`config.mk`:
```
export PLATFORM = sky130hd
export DESIGN_NAME = jtopl_wrsched
export DESIGN_NICKNAME = d
export VERILOG_FILES = /design/src/rtl/jtopl_wrsched.sv
export SDC_FILE = /design/constraint.sdc
export NUM_CORES = 1
export LEC_CHECK = 0
export ABC_AREA = 1
export BUFFER_PORTS_ARGS = -buffer_cell sky130_fd_sc_hd__buf_4
export CAP_MARGIN = 20
export CORE_MARGIN = 8
export CORE_UTILIZATION = 61
export DETAILED_ROUTE_END_ITERATION = 12
export PLACE_DENSITY_LB_ADDON = 0.25
export SYNTH_ARGS = -nofsm -noshare
export SYNTH_HDL_FRONTEND = slang
export SYNTH_SLANG_ARGS = --single-unit
```
`constraint.sdc`:
```
create_clock -name clk -period 6.4 [get_ports clk]
set_input_delay 1.28 -clock clk [delete_from_list [all_inputs] [get_ports clk]]
set_output_delay 1.28 -clock clk [all_outputs]
set_load 0.02 [all_outputs]
```
`src/rtl/jtopl_wrsched.sv`:
```
// Operator write scheduler: decodes CPU writes to operator registers and
// times the CSR field/stage strobes against the rotating operator slot.
module jtopl_wrsched #(
  parameter int SLOTS = 18
) (
  input  logic       clk,
  input  logic       rst,
  input  logic       cen,
  input  logic       wr,
  input  logic       a0,
  input  logic [7:0] din,
  output logic [7:0] dout,
  output logic       up_mult,
  output logic       up_ksl_tl,
  output logic       up_ar_dr,
  output logic       up_sl_rr,
  output logic       update_op_I,
  output logic       update_op_II,
  output logic       update_op_IV,
  output logic [4:0] slot,
  output logic       zero,
  output logic       busy,
  output logic       drop
);

  typedef enum logic [1:0] {IDLE, WAIT_I, WAIT_II, WAIT_IV} state_t;

  localparam logic [4:0] SLOT_MAX = 5'(SLOTS - 1);
  localparam logic [5:0] SLOT_N   = 6'(SLOTS);

  state_t     state_q, state_d;
  logic [4:0] slot_q, slot_d;
  logic [7:0] addr_q, addr_d;
  logic [7:0] dout_q, dout_d;
  logic [4:0] tgt_q, tgt_d;
  logic [3:0] grp_q, grp_d;
  logic       drop_q, drop_d;

  logic [3:0] grp_sel;
  logic [4:0] off;
  logic       off_ok;
  logic [4:0] target;
  logic       wr_valid;
  logic [5:0] sum1, sum3;
  logic [4:0] tgt_p1, tgt_p3;

  // Address decode: group from addr[7:5], slot from the 3x6 offset layout.
  always_comb begin
    grp_sel = 4'b0000;
    case (addr_q[7:5])
      3'd1:    grp_sel = 4'b0001;
      3'd2:    grp_sel = 4'b0010;
      3'd3:    grp_sel = 4'b0100;
      3'd4:    grp_sel = 4'b1000;
      default: grp_sel = 4'b0000;
    endcase
  end

  assign off      = addr_q[4:0];
  assign off_ok   = (off[4:3] != 2'd3) && (off[2:0] <= 3'd5);
  assign target   = ({3'b000, off[4:3]} * 5'd6) + {2'b00, off[2:0]};
  assign wr_valid = wr && a0 && (grp_sel != 4'b0000) && off_ok;

  // Later stages see the operator one and three slots after the target.
  assign sum1   = {1'b0, tgt_q} + 6'd1;
  assign sum3   = {1'b0, tgt_q} + 6'd3;
  assign tgt_p1 = (sum1 >= SLOT_N) ? 5'(sum1 - SLOT_N) : sum1[4:0];
  assign tgt_p3 = (sum3 >= SLOT_N) ? 5'(sum3 - SLOT_N) : sum3[4:0];

  always_comb begin
    state_d      = state_q;
    slot_d       = slot_q;
    addr_d       = addr_q;
    dout_d       = dout_q;
    tgt_d        = tgt_q;
    grp_d        = grp_q;
    drop_d       = 1'b0;
    update_op_I  = 1'b0;
    update_op_II = 1'b0;
    update_op_IV = 1'b0;

    if (cen) begin
      slot_d = (slot_q == SLOT_MAX) ? 5'd0 : slot_q + 5'd1;
    end
    if (wr && !a0) begin
      addr_d = din;
    end
    // busy is the registered state, so a write landing on the final tick is dropped.
    if (wr_valid && state_q != IDLE) begin
      drop_d = 1'b1;
    end

    case (state_q)
      IDLE: begin
        if (wr_valid) begin
          dout_d  = din;
          tgt_d   = target;
          grp_d   = grp_sel;
          state_d = WAIT_I;
        end
      end
      WAIT_I: begin
        update_op_I = (slot_q == tgt_q);
        if (cen && update_op_I) state_d = WAIT_II;
      end
      WAIT_II: begin
        update_op_II = (slot_q == tgt_p1);
        if (cen && update_op_II) state_d = WAIT_IV;
      end
      WAIT_IV: begin
        update_op_IV = (slot_q == tgt_p3);
        if (cen && update_op_IV) state_d = IDLE;
      end
      default: state_d = IDLE;
    endcase
  end

  always_ff @(posedge clk) begin
    if (rst) begin
      state_q <= IDLE;
      slot_q  <= 5'd0;
      addr_q  <= 8'd0;
      dout_q  <= 8'd0;
      tgt_q   <= 5'd0;
      grp_q   <= 4'd0;
      drop_q  <= 1'b0;
    end else begin
      state_q <= state_d;
      slot_q  <= slot_d;
      addr_q  <= addr_d;
      dout_q  <= dout_d;
      tgt_q   <= tgt_d;
      grp_q   <= grp_d;
      drop_q  <= drop_d;
    end
  end

  assign busy      = (state_q != IDLE);
  assign up_mult   = busy && grp_q[0];
  assign up_ksl_tl = busy && grp_q[1];
  assign up_ar_dr  = busy && grp_q[2];
  assign up_sl_rr  = busy && grp_q[3];
  assign dout      = dout_q;
  assign slot      = slot_q;
  assign zero      = (slot_q == 5'd0);
  assign drop      = drop_q;

endmodule

```
; ---- Word level (Yosys, flattened, before mapping)
; Index checks and enable logic that the tools add are counted.
[classes]
n_addsub = 6
mul = 1
order_cmp = 3
n_eq_ne = 16
n_mux = 13
n_reduce_logical = 20
[ops]
columns = cell, n
row1 = $pmux W4 S4, 1
row2 = $eq A5 B5 Y1, 3
row3 = $mux W5, 3
row4 = $logic_and A1 B1 Y1, 13
row5 = $ge A6 B5 Y1 const B, 2
row6 = $ne A2 B2 Y1 const B, 5
row7 = $sub A5 B5 Y5 const B, 2
row8 = $mux W2, 4
row9 = $pmux W2 S4, 1
row10 = $add A5 B1 Y6 const B, 1
row11 = $add A5 B2 Y6 const B, 1
row12 = $eq A3 B2 Y1 const B, 2
row13 = $add A5 B1 Y5 const B, 1
row14 = $add A5 B3 Y5, 1
row15 = $eq A5 B5 Y1 const B, 1
row16 = $logic_not A5 Y1, 1
row17 = $eq A2 B2 Y1 const B, 2
row18 = $mul A2 B2 Y4 const B, 1
row19 = $mux W1, 4
row20 = $reduce_and A4 Y1, 1
row21 = $reduce_bool A4 Y1, 1
row22 = $eq A3 B1 Y1 const B, 1
row23 = $eq A3 B3 Y1 const B, 1
row24 = $le A3 B3 Y1 const B, 1
row25 = other kinds (5), 5
[totals]
register_bits = 33
inputBits = 13
out_inout_bits = 23
word_cells = 66

; ---- Depth between registers and ports, before layout
[depth]
ltp_word = 7
ltp_mapped = 20
depth_no_buf = 20

; ---- Worst setup path before layout
; Ideal clock, no wire load.
[synth_timing]
path_type = flip-flop to output port
from = register tgt_q[0]
to = output port update_op_IV
t_arrival_ns = 2.143
required_time_ns = 5.120
slack_ns = 2.977
stages_incl_launch_ff = 13
path_buffers = 0
cell_sequence = dfxtp_1 > inv_1 > ha_1 > inv_2 > nor2_4 > nand4_2 > nand2_2 > nand2_2 > nand2_1 > nand2_1 > nand2_1 > nand3_1 > nor3b_1
[synth_between]
elab_chain_len = 5
word_cells_on_any_way = 6
classes_between = 2 x add/sub / 1 x order compare / 1 x eq/ne / 2 x mux
[synth_rtl]
columns = item, line_no
row1 = from (decl), 35  ; logic [4:0] tgt_q, tgt_d;
row2 = from (signal assigned), 132  ; tgt_q <= tgt_d;
row3 = $add A5 B2 Y6 (*), 66  ; assign sum3 = {1'b0, tgt_q} + 6'd3;
row4 = $sub A5 B5 Y5 / $ge A6 B5 Y1 (equally long branches), 68  ; assign tgt_p3 = (sum3 >= SLOT_N) ? 5'(sum3 - SLOT_N) : sum3[4:0];
row5 = $mux W5 (*), 68
row6 = $eq A5 B5 Y1 (*), 111  ; update_op_IV = (slot_q == tgt_p3);
row7 = $mux W1 (*), 93  ; case (state_q)
row8 = to (decl), 19  ; output logic update_op_IV,
; Every way passes the cells marked *; elsewhere a longest branch is shown, timed or not.

; ---- Final worst setup path
[layout_timing]
from = register tgt_q[1]
to = output port update_op_IV
; Same word-level chain as after synthesis.

==> impl_metrics.env <==
export IMPL_outcome="finished clean"
export IMPL_grt_pass1_wl_um=8340
export IMPL_setup_tns_final_ns=0
export IMPL_slowest_stage="dfxtp_1"
export IMPL_rows=22
export IMPL_synth_cell_type_count=33
export IMPL_nNetsFinal=381
export IMPL_synth_cells=317
export IMPL_overflow=0
export IMPL_grt_usage_pct=16.7
export IMPL_dr_pass1_iters=4
export IMPL_maxCapViolCount=0
export IMPL_cts_made_buffers=5
export IMPL_slew_headroom_pct=32.0
export IMPL_cts_root_buffer="clkbuf_4"
export IMPL_min_delay_path_class="register to register"
export IMPL_power_uw=565
export IMPL_synth_top_area_share_pct=29.6
export IMPL_synth_nets=349
export IMPL_dr_total_vias=2045
export IMPL_slowest_delay_ns=0.47
export IMPL_cpLargestDelayFamily="simple AND/OR/NAND/NOR gates"
export IMPL_clock_latency_ns=0.34
export IMPL_clock_sinks=33
export IMPL_grt_pass1_vias=1965
export IMPL_required_ns=5.12
export IMPL_cts_tree="built"
export IMPL_ir_drop_uv=154
export IMPL_fin_util_pct=71.4
export IMPL_gp_congestion=0.928
export IMPL_grt_max_degree=35
export IMPL_crit_path_end_kind="primary output"
export IMPL_layout_min_cycle_time_ns=3.81
export IMPL_synth_edf_count=0
export IMPL_wl_per_cell_um=12.0
export IMPL_start_util_pct=62.3
export IMPL_p_per_area_nw_per_um2=221
export IMPL_synth_area_leaders="dfxtp_1 30%, ha_1 10%, nand2_1 8.1%, inv_1 7.7%, o21ai_0 5.4%"
export IMPL_synth_seq_cells=33
export IMPL_fin_skew_ns=0.0120
export IMPL_setup_viol=0
export IMPL_die_area_um2=5840
export IMPL_hpwl_um=3700
export IMPL_avgSynthCellArea_um2=7.03
export IMPL_reg2reg_to="state_q[0]"
export IMPL_synth_async_sr_flop_share_pct=0
export IMPL_synth_flop_cell="dfxtp_1"
export IMPL_crit_type="register to primary output"
export IMPL_netlist_area_um2=2230
export IMPL_drt_iter0_drc=92
export IMPL_ant_nets=0
export IMPL_cts_max_level=2
export IMPL_slew_viol_final=0
export IMPL_wl_um=4760
export IMPL_postCtsSetupBuffers=0
export IMPL_synth_common_cells="48 x nand2_1, 46 x inv_1, 33 x dfxtp_1"
export IMPL_r2r_start="tgt_q[1]"
export IMPL_cts_max_path_buffers=2
export IMPL_pin_count=36
export IMPL_yosysMostFrequentCell="nand2_1"
export IMPL_seq_area_frac_synth_pct=29.6
export IMPL_cts_resized=0
export IMPL_max_freq_mhz=262
export IMPL_antenna_cells=0
export IMPL_syn2layout_area_growth_pct=14.6
export IMPL_yosysTopAreaCell="dfxtp_1"
export IMPL_die_w_um=76.4
export IMPL_drc=0
export IMPL_layout_cells_non_filler=398
export IMPL_post_route_period_util_pct=59.5
export IMPL_timing_critical_path_arrival_ns=2.53
export IMPL_cp_buffers_inverters=3
export IMPL_clk_pin_slew_ns=0.11
export IMPL_core_area_um2=3580
export IMPL_hold_end="dout[7]"
export IMPL_hold_path_startpoint="dout[7]"
export IMPL_p_leak_nw=1.21
export IMPL_yosysWarnings=0
export IMPL_port_buffers=35
export IMPL_dp_cells=390
export IMPL_antenna_found_initial=0
export IMPL_avgViaCountPerCell=5.14
export IMPL_start_kind="register"
export IMPL_fp_dieH_um=76.4
export IMPL_drive_above_1_share_pct=20.9
export IMPL_worstRegToRegCells=18
export IMPL_min_path_cells=2
export IMPL_ctsHoldBuffers=0
export IMPL_cp_cell_sequence="inv_1 > ha_1 > inv_2 > nor2_4 > nand4_2 > nand2_2 > nand2_2 > nand2_1 > nand2_1 > nand2_1 > nand3_1 > nor3b_1 > buf_4"
export IMPL_rsz0062_at_grt="false"
export IMPL_hold_viol_final=0
export IMPL_reg2reg_setup_slack_ns=4.02
export IMPL_worst_pin_slew_ns=1.02
export IMPL_cp_common_cell="nand2_1"
export IMPL_critical_path_max_fanout=7
-- per-layer routing --
metal	wire length, um	share of wire, %	global-route usage, %
met4	50	1.0	6.54
met3	226	4.7	4.95
met5	0	0	0
met2	2330	49	29.6
met1	2160	45	18.1
-- flip-flops by register name, summed over array words and instances (netlist names) --
signal   flops
grp_q        4
dout         8
tgt_q        5
drop         1
state_q      2
slot         5
addr_q       8
-- kinds of logic after synthesis --
| group | Yosys count | synth area share [%] |
|---|---|---|
| compound gates | 55 | 13.5 |
| simple gates | 136 | 29.9 |
| buf+inv | 62 | 11.2 |
| fa+ha+maj | 19 | 11.0 |
| flops | 33 | 29.6 |
| xor+xnor | 12 | 4.72 |
-- layout by cell type, fill, tap and decap left out, types with 5 or more instances in the layout --
cell type	count
a21oi_1	22
xor2_1	10
dfxtp_1	33
ha_1	18
nor2_1	29
o21ai_0	24
nand3_1	23
nand2_2	13
clkbuf_4	5
inv_1	46
nand2_1	48
inv_2	5
buf_4	35
-- worst max-delay path by stage --
| stage | from | endpoint | slack (ns) | depth (start not counted) |
|---|---|---|---|---|
| floorplan | tgt_q[0] | update_op_IV | 2.98 | 12 |
| global placement | tgt_q[1] | update_op_IV | 3.05 | 13 |
| detailed placement | tgt_q[0] | update_op_IV | 2.99 | 13 |
| CTS | tgt_q[0] | update_op_IV | 2.59 | 13 |
| global route | tgt_q[0] | update_op_IV | 2.37 | 12 |
| finish | tgt_q[1] | update_op_IV | 2.59 | 13 |
-- per-stage QoR --
stage	hold slack, ns	instance area (um2)	worst slack [ns]
finish	0.452	2550	2.59
global route	0.479	2550	2.37
CTS	0.454	2550	2.59
detailed placement	0.437	2500	2.99
global placement	0.436	2500	3.05
floorplan	0.430	2230	2.98
-- where the power goes --
group,internal [mW],total (mW),switching (mW)
sequential,0.224,0.242,0.0181
clock,0.0414,0.115,0.0737
combinational,0.0828,0.209,0.126
total,0.348,0.565,0.218
-- worst register-to-register path, cell delays in order (launching register included) --
cell and delay, ns:
dfxtp_1 0.47, inv_1 0.14, ha_1 0.46, inv_2 0.09, nor2_4 0.12, nand4_2 0.08, nand2_2 0.09, nand2_2 0.07
nand2_1 0.08, nand2_1 0.05, nand2_1 0.05, nand3_1 0.09, nor2_1 0.11, nand2_1 0.07, nand2_2 0.08, nand3_2 0.07
nand2_1 0.07, inv_1 0.03, nor2_1 0.10
-- cell type report --
class / count / area [um2]
clock buffer: 5 / 37.5
multi-input combinational: 222 / 1320
inverter: 52 / 198
fill: 323 / 1020
clock inverter: 3 / 17.5
tap: 48 / 60.1
timing repair buffer: 35 / 263
sequential: 33 / 661
Power figures use the tool's default switching activity.
